<file path="src/rtl/rgen_register_access_pkg.sv">
// Shared types for the register-block access controller: response codes and sequencer states.
package rgen_register_access_pkg;

  typedef enum logic [1:0] {
    OKAY   = 2'b00,
    SLVERR = 2'b10,
    DECERR = 2'b11
  } rgen_response_status_e;

  typedef enum logic [1:0] {
    IDLE,
    ACCESS,
    RESPONSE
  } rgen_access_state_e;

endpackage

</file>
<file path="src/rtl/rgen_read_data_selector.sv">
// Combines per-register decoder lanes: AND-OR read-data mux, hit/multi-hit flags and the selected lane's wait.
module rgen_read_data_selector #(
  parameter int DATA_WIDTH = 32,
  parameter int REGISTERS  = 1
) (
  input  logic [REGISTERS-1:0]            select,
  input  logic [REGISTERS-1:0]            busy,
  input  logic [REGISTERS*DATA_WIDTH-1:0] read_data,
  output logic                            hit,
  output logic                            multi_hit,
  output logic                            selected_busy,
  output logic [DATA_WIDTH-1:0]           selected_data
);

  // With more than one lane selected the merged busy/data are meaningless; the caller checks multi_hit first.
  always_comb begin
    hit           = 1'b0;
    multi_hit     = 1'b0;
    selected_busy = 1'b0;
    selected_data = '0;
    for (int r = 0; r < REGISTERS; r++) begin
      if (select[r]) begin
        multi_hit     = multi_hit | hit;
        hit           = 1'b1;
        selected_busy = selected_busy | busy[r];
        selected_data = selected_data | read_data[r*DATA_WIDTH +: DATA_WIDTH];
      end
    end
  end

endmodule

</file>
<file path="src/rtl/rgen_register_access_controller.sv">
// Runs one host access at a time into the register array and returns a single buffered response.
// state    | meaning
// IDLE     | ready for a host command
// ACCESS   | strobing decoders, waiting for a single non-waiting hit or timeout
// RESPONSE | holding status/data until the host takes it
module rgen_register_access_controller
  import rgen_register_access_pkg::*;
#(
  parameter int ADDRESS_WIDTH   = 16,
  parameter int DATA_WIDTH      = 32,
  parameter int REGISTERS       = 1,
  parameter int TIMEOUT_CYCLES  = 0,
  parameter bit ERROR_ON_NO_HIT = 1'b1
) (
  input  logic                            i_clk,
  input  logic                            i_rst,
  input  logic                            i_command_valid,
  output logic                            o_command_ready,
  input  logic                            i_command_write,
  input  logic [ADDRESS_WIDTH-1:0]        i_command_address,
  input  logic [DATA_WIDTH-1:0]           i_command_write_data,
  input  logic [DATA_WIDTH/8-1:0]         i_command_strobe,
  output logic                            o_response_valid,
  input  logic                            i_response_ready,
  output logic [1:0]                      o_response_status,
  output logic [DATA_WIDTH-1:0]           o_response_read_data,
  output logic                            o_read,
  output logic                            o_write,
  output logic [ADDRESS_WIDTH-1:0]        o_address,
  output logic [DATA_WIDTH-1:0]           o_write_data,
  output logic [DATA_WIDTH/8-1:0]         o_strobe,
  input  logic [REGISTERS-1:0]            i_select,
  input  logic [REGISTERS-1:0]            i_wait,
  input  logic [REGISTERS*DATA_WIDTH-1:0] i_read_data
);

  localparam int COUNT_W = (TIMEOUT_CYCLES > 0) ? $clog2(TIMEOUT_CYCLES + 1) : 1;

  rgen_access_state_e    state, state_next;
  rgen_response_status_e status_q, status_next;
  logic [DATA_WIDTH-1:0] data_next;
  logic [COUNT_W-1:0]    count;
  logic                  count_inc;
  logic                  write_q;
  logic                  timeout_hit;
  logic                  hit, multi_hit, selected_busy;
  logic [DATA_WIDTH-1:0] selected_data;

  rgen_read_data_selector #(
    .DATA_WIDTH (DATA_WIDTH),
    .REGISTERS  (REGISTERS)
  ) u_selector (
    .select        (i_select),
    .busy          (i_wait),
    .read_data     (i_read_data),
    .hit           (hit),
    .multi_hit     (multi_hit),
    .selected_busy (selected_busy),
    .selected_data (selected_data)
  );

  assign timeout_hit = (TIMEOUT_CYCLES != 0) && (count == COUNT_W'(TIMEOUT_CYCLES - 1));

  always_comb begin
    state_next  = state;
    status_next = OKAY;
    data_next   = '0;
    count_inc   = 1'b0;
    case (state)
      IDLE: if (i_command_valid) state_next = ACCESS;
      ACCESS: begin
        if (!hit) begin
          status_next = ERROR_ON_NO_HIT ? DECERR : OKAY;
          state_next  = RESPONSE;
        end else if (multi_hit) begin
          status_next = SLVERR;
          state_next  = RESPONSE;
        end else if (selected_busy) begin
          if (timeout_hit) begin
            status_next = SLVERR;
            state_next  = RESPONSE;
          end else begin
            count_inc = 1'b1;
          end
        end else begin
          data_next  = write_q ? '0 : selected_data;
          state_next = RESPONSE;
        end
      end
      RESPONSE: if (i_response_ready) state_next = IDLE;
      default: state_next = IDLE;
    endcase
  end

  always_ff @(posedge i_clk or posedge i_rst) begin
    if (i_rst) state <= IDLE;
    else       state <= state_next;
  end

  always_ff @(posedge i_clk or posedge i_rst) begin
    if (i_rst) begin
      write_q              <= 1'b0;
      o_address            <= '0;
      o_write_data         <= '0;
      o_strobe             <= '0;
      status_q             <= OKAY;
      o_response_read_data <= '0;
      count                <= '0;
    end else begin
      if (state == IDLE && i_command_valid) begin
        write_q      <= i_command_write;
        o_address    <= i_command_address;
        o_write_data <= i_command_write_data;
        o_strobe     <= i_command_strobe;
      end
      if (state == ACCESS && state_next == RESPONSE) begin
        status_q             <= status_next;
        o_response_read_data <= data_next;
      end
      if (count_inc)                                count <= count + 1'b1;
      else if (state == RESPONSE && i_response_ready) count <= '0;
    end
  end

  // Strobes decode straight from the state register so a reset drops them without waiting for a clock.
  assign o_command_ready   = (state == IDLE);
  assign o_response_valid  = (state == RESPONSE);
  assign o_read            = (state == ACCESS) && !write_q;
  assign o_write           = (state == ACCESS) && write_q;
  assign o_response_status = status_q;

endmodule
</file>
<file path="config.mk">
export PLATFORM = sky130hd
export DESIGN_NAME = rgen_register_access_controller
export DESIGN_NICKNAME = d
export VERILOG_FILES = /design/src/rtl/rgen_register_access_pkg.sv /design/src/rtl/rgen_read_data_selector.sv /design/src/rtl/rgen_register_access_controller.sv
export SDC_FILE = /design/constraint.sdc
export NUM_CORES = 1
export LEC_CHECK = 0
export ABC_AREA = 1
export CORE_MARGIN = 4
export CORE_UTILIZATION = 59
export DETAILED_ROUTE_END_ITERATION = 8
export DONT_BUFFER_PORTS = 1
export GPL_ROUTABILITY_DRIVEN = 0
export HOLD_SLACK_MARGIN = 0.08
export PLACE_DENSITY = 0.75
export SLEW_MARGIN = 20
export SYNTH_ARGS = -nofsm -noshare
export SYNTH_HDL_FRONTEND = slang
export SYNTH_SLANG_ARGS = --single-unit
</file>
<file path="constraint.sdc">
create_clock -name i_clk -period 5.4 [get_ports i_clk]
set_input_delay 0.27 -clock i_clk [delete_from_list [all_inputs] [get_ports i_clk]]
set_output_delay 0.27 -clock i_clk [all_outputs]
set_load 0.01 [all_outputs]
</file>
==> After elaboration in Yosys (flattened, before gate mapping) <==
Cells that the tools add are included.
{ "op_classes": {"n_eq_ne": 3, "mux": 14, "n_reduce_logical": 6} }
{ "ops": {"columns": ["op", "n"], "rows": [
  ["32-bit 2-to-1 mux", 5],
  ["2-bit 2-to-1 mux", 6],
  ["2-bit one-hot mux with 3 select lines", 1],
  ["2-bit == test, second input constant", 2],
  ["1-bit logical AND", 4],
  ["2-bit by 1-bit == test with 1-bit output, second input constant", 1],
  ["2-bit logical NOT", 1],
  ["1-bit 2-to-1 mux", 2],
  ["1-bit logical NOT", 1]
]} }
{ "totals": {"inputBits": 91, "ff_bits": 89, "elab_cells": 30, "out_inout_bits": 90} }

==> Depth between registers and ports, before layout <==
{ "depth": {"ltp_word": 6, "mapped_depth": 6, "mapped_depth_nobuf": 5} }

==> By module <==
Synthesis repeated with hierarchy kept, for this count alone.
{ "hier_totals": {"hier_cells": 470, "hier_area_um2": 3922.5} }
{ "by_module_without_submodules": {"columns": ["module", "area_each_um2", "instances", "seq_area_each_um2", "cells_per_inst"], "rows": [
  ["rgen_register_access_controller", 3582.2, 1, 2227.1, 397],
  ["rgen_read_data_selector", 340.3, 1, 0.0, 73]
]} }

==> Least setup slack after synthesis <==
No wires, ideal clock.
{ "synth_timing": {"path_type": "reg-to-reg", "from": "reg state[0]", "to": "reg o_address[0]", "synth_period_minus_slack_ns": 1.099, "required_ns": 5.283, "path_slack_ns": 4.301, "stages_incl_launch_ff": 6, "arrival_time_ns": 0.982, "n_path_buf": 1, "setup_time_ns": 0.117, "cell_sequence": "dfrtp_1 -> nor2_4 -> nand2_2 -> buf_2 -> nand2_1 -> nand2_1"} }
{ "synth_between": {"elab_chain_len": 2} }
{ "synth_rtl": {"columns": ["element", "line_no", "text"], "rows": [
  ["start: declaration", "rgen_register_access_controller.sv:39", "rgen_access_state_e state, state_next;"],
  ["start signal: assignment", "rgen_register_access_controller.sv:97", "else state <= state_next;"],
  ["2-bit logical NOT", "rgen_register_access_controller.sv:110", "if (state == IDLE && i_command_valid) begin"],
  ["1-bit logical AND", "rgen_register_access_controller.sv:110", null],
  ["end signal: assignment", "rgen_register_access_controller.sv:112", "o_address <= i_command_address;"],
  ["end: declaration", "rgen_register_access_controller.sv:29", "output logic [ADDRESS_WIDTH-1:0] o_address,"]
]} }
No other way between the ends.
A chain may end at the register's enable or synchronous reset.

==> Worst setup path after layout <==
{ "layout_timing": {"from": "reg state[0]", "to": "reg o_write_data[22]"} }
{ "layout_between": {"elab_chain_len": 2} }
{ "layout_rtl": {"columns": ["element", "line_no", "text"], "rows": [
  ["2-bit logical NOT", null, null],
  ["named net o_command_ready", "rgen_register_access_controller.sv:18", "output logic o_command_ready,"],
  ["1-bit logical AND", "rgen_register_access_controller.sv:110", null],
  ["end signal: assignment", "rgen_register_access_controller.sv:113", "o_write_data <= i_command_write_data;"],
  ["end: declaration", "rgen_register_access_controller.sv:30", "output logic [DATA_WIDTH-1:0] o_write_data,"]
]} }
The timed path passes the listed nets, and every way through them passes these cells.

==> impl_metrics.ini <==
[status]
status = complete, no violations

[timing]
drv_slew = 0
fin_crit_ps = 2160
rsz0062_at_grt = false
max_freq_mhz = 462
finalSetupViolations = 0
timing.hold.ws_ps = 96.7
skew_ps = 8.86
tightest_slew_ps = 975
hold_violations = 0
fin_tns_setup_ps = 0
finalCritPeriodShare = 0.401
relSlewSlack = 0.348
setup_ws_ps = 3240

[worst_setup_path]
critPathCaptureType = flip-flop
cp.required_ps = 5630
critical_path_class = flip-flop to flip-flop
arrival_ps = 2400
path_max_fanout = 54
start_kind = flip-flop

[detailed_routing]
drtIter0Drc = 217
routed_wirelength_mm = 12.0
firstDrtPassIters = 5
ant_nets = 0
viasPerCell = 5.55
wire_per_inst_um = 19.1
drc = 0
vias = 3481

[final_layout]
drive_above_1_share = 0.0454
nFillCells = 337
layout-area-overhead-vs-synth_pct = 35.1
final_area_mm2 = 0.00499
layout_commonest_cell = nand2_1
mostFrequentLayoutCells = 207 x nand2_1, 104 x dlygate4sd3_1, 88 x dfrtp_1, 54 x nand3_1, 37 x inv_1
fin_nets = 637

[pwr]
p_total_mw = 2.68
power_leakage_nw = 2.61
ir_drop_v = 0.000456
power_per_cell_area_mw_per_mm2 = 537

[placed_design]
portBuffers = 0
place_hpwl_mm = 5.61
place_ws_ps = 2660
placed_cell_area_mm2 = 0.00368

[global_routing]
grt_overflow_total = 0
grt_pass1_vias = 3463
grt_antenna_before_repair = 0
grt_pass1_wl_mm = 17.5
grt_usage = 0.304
grt_max_degree = 89

[synth]
syn_area_mm2 = 0.00369
synth_nets = 545
ys_seq_area_frac = 0.596
ys_ff_latch = 88
yosys.cell_types.count = 14
synthSimpleGateAreaFrac = 0.327
yosysWarnings = 0
synth_top_family_by_area = simple AND/OR/NAND/NOR gates
synth_fa_ha_area_frac = 0
synthesis.instances = 454
synth_mux_area_frac = 0
synth-xor-area-share = 0
syn_avg_cell_area_um2 = 8.14
synth_compound_area_frac = 0.00271

[flow_run]
max_cap_viol_count = 0

[floorplanning]
fp.coreArea_mm2 = 0.00599
die_area_mm2 = 0.00759
initial_utilization = 0.617
rows = 28
die_x_um = 87.1
io_pins = 181
die_height_um = 87.1

[min_path]
hp-class = input port to flip-flop

[clocking]
cts.clk_slew.worst_paths_ps = 90
cts-root-buf = clkbuf_8
insertion_delay_ps = 350
numCtsBuffers = 9
tritoncts = built
cts-resized-gates = 0
clock-sinks = 88
htree_levels = 3
clk_path_buf_depth = 2
synthesized netlist by cell type:
library cell / number / area, um2
buf_1: 6 / 22.5
buf_2: 14 / 70.1
buf_4: 4 / 30.0
clkbuf_1: 2 / 7.51
dfrtp_1: 88 / 2200
inv_1: 38 / 143
nand2_1: 208 / 781
nand2_2: 1 / 6.26
nand3_1: 54 / 270
nor2_1: 34 / 128
nor2_2: 1 / 6.26
nor2_4: 1 / 11.3
o21ai_0: 2 / 10.0
or2_2: 1 / 6.26
timing repair:
action                                 4_1_cts  5_1_grt
setup endpoints to repair                    0        0
hold buffers                               101        3
setup buffers                                0        0
endpoints found under the hold margin       53       57
sequential cells by signal, indices dropped and copies added, names as in the netlist:
register / flops
o_response_read_data: 32
o_write_data: 32
o_address: 16
o_strobe: 4
state: 2
o_response_status: 1
write_q: 1
per-layer routing:
metal	track usage	part of all wire	wire [um]	vias to the layer above
met5	0	0	0	-
met4	0.152	0.045	534	0
met3	0.104	0.11	1320	53
met2	0.489	0.49	5890	259
met1	0.365	0.35	4230	1618
li1	-	-	-	1551
critical path, stage by stage, from the launching register on:
cell and delay [ps]:
dfrtp_1 430, nor2_4 450, nand2_2 710, nand2_1 340, nand2_1 100
worst paths after layout:
check,startpoint,end,slack (ps),cells after the start
setup / recovery,state[0]$_DFF_PP0_,o_write_data[22]$_DFFE_PP0P_,3240,4
setup reg to reg,state[0]$_DFF_PP0_,o_write_data[22]$_DFFE_PP0P_,3240,4
min in group asynchronous,i_rst,o_response_read_data[6]$_DFFE_PP0P_,610,3
max in group asynchronous,i_rst,o_response_read_data[29]$_DFFE_PP0P_,4250,3
hold / removal,i_command_write_data[21],o_write_data[21]$_DFFE_PP0P_,100,2
hold reg to reg,write_q$_DFFE_PP0P_,write_q$_DFFE_PP0P_,510,2
through the flow:
stage / cells / util
after floorplan: 454 / -
after global placement: 505 / 0.613
after detailed placement: 505 / 0.614
after CTS: 622 / 0.823
after global routing: 626 / 0.832
final: 627 / 0.833
cell type report:
class | count | area (um2) | area share
Sequential cell | 88 | 2200 | 0.441
Inverter | 38 | 144 | 0.0288
Clock buffer | 12 | 165 | 0.0331
Clock inverter | 4 | 75.1 | 0.0150
Multi-Input combinational cell | 302 | 1230 | 0.246
Tap cell | 75 | 93.8 | 0.0188
Timing Repair Buffer | 107 | 1080 | 0.216
Antenna cell | 1 | 2.50 | 0.000502
where the power goes:
group / internal [mW] / total (mW) / switching (mW)
clock network: 0.299 / 0.531 / 0.232
registers: 0.960 / 1.38 / 0.419
logic: 0.294 / 0.772 / 0.478
cells by family after synthesis:
logic type,count (synthesis)
AND/OR/NAND/NOR,300
buffers and inverters,64
AO/OA/AOI/OAI,2
flip-flops,88
Note: power is estimated with default switching activity, not from simulation.
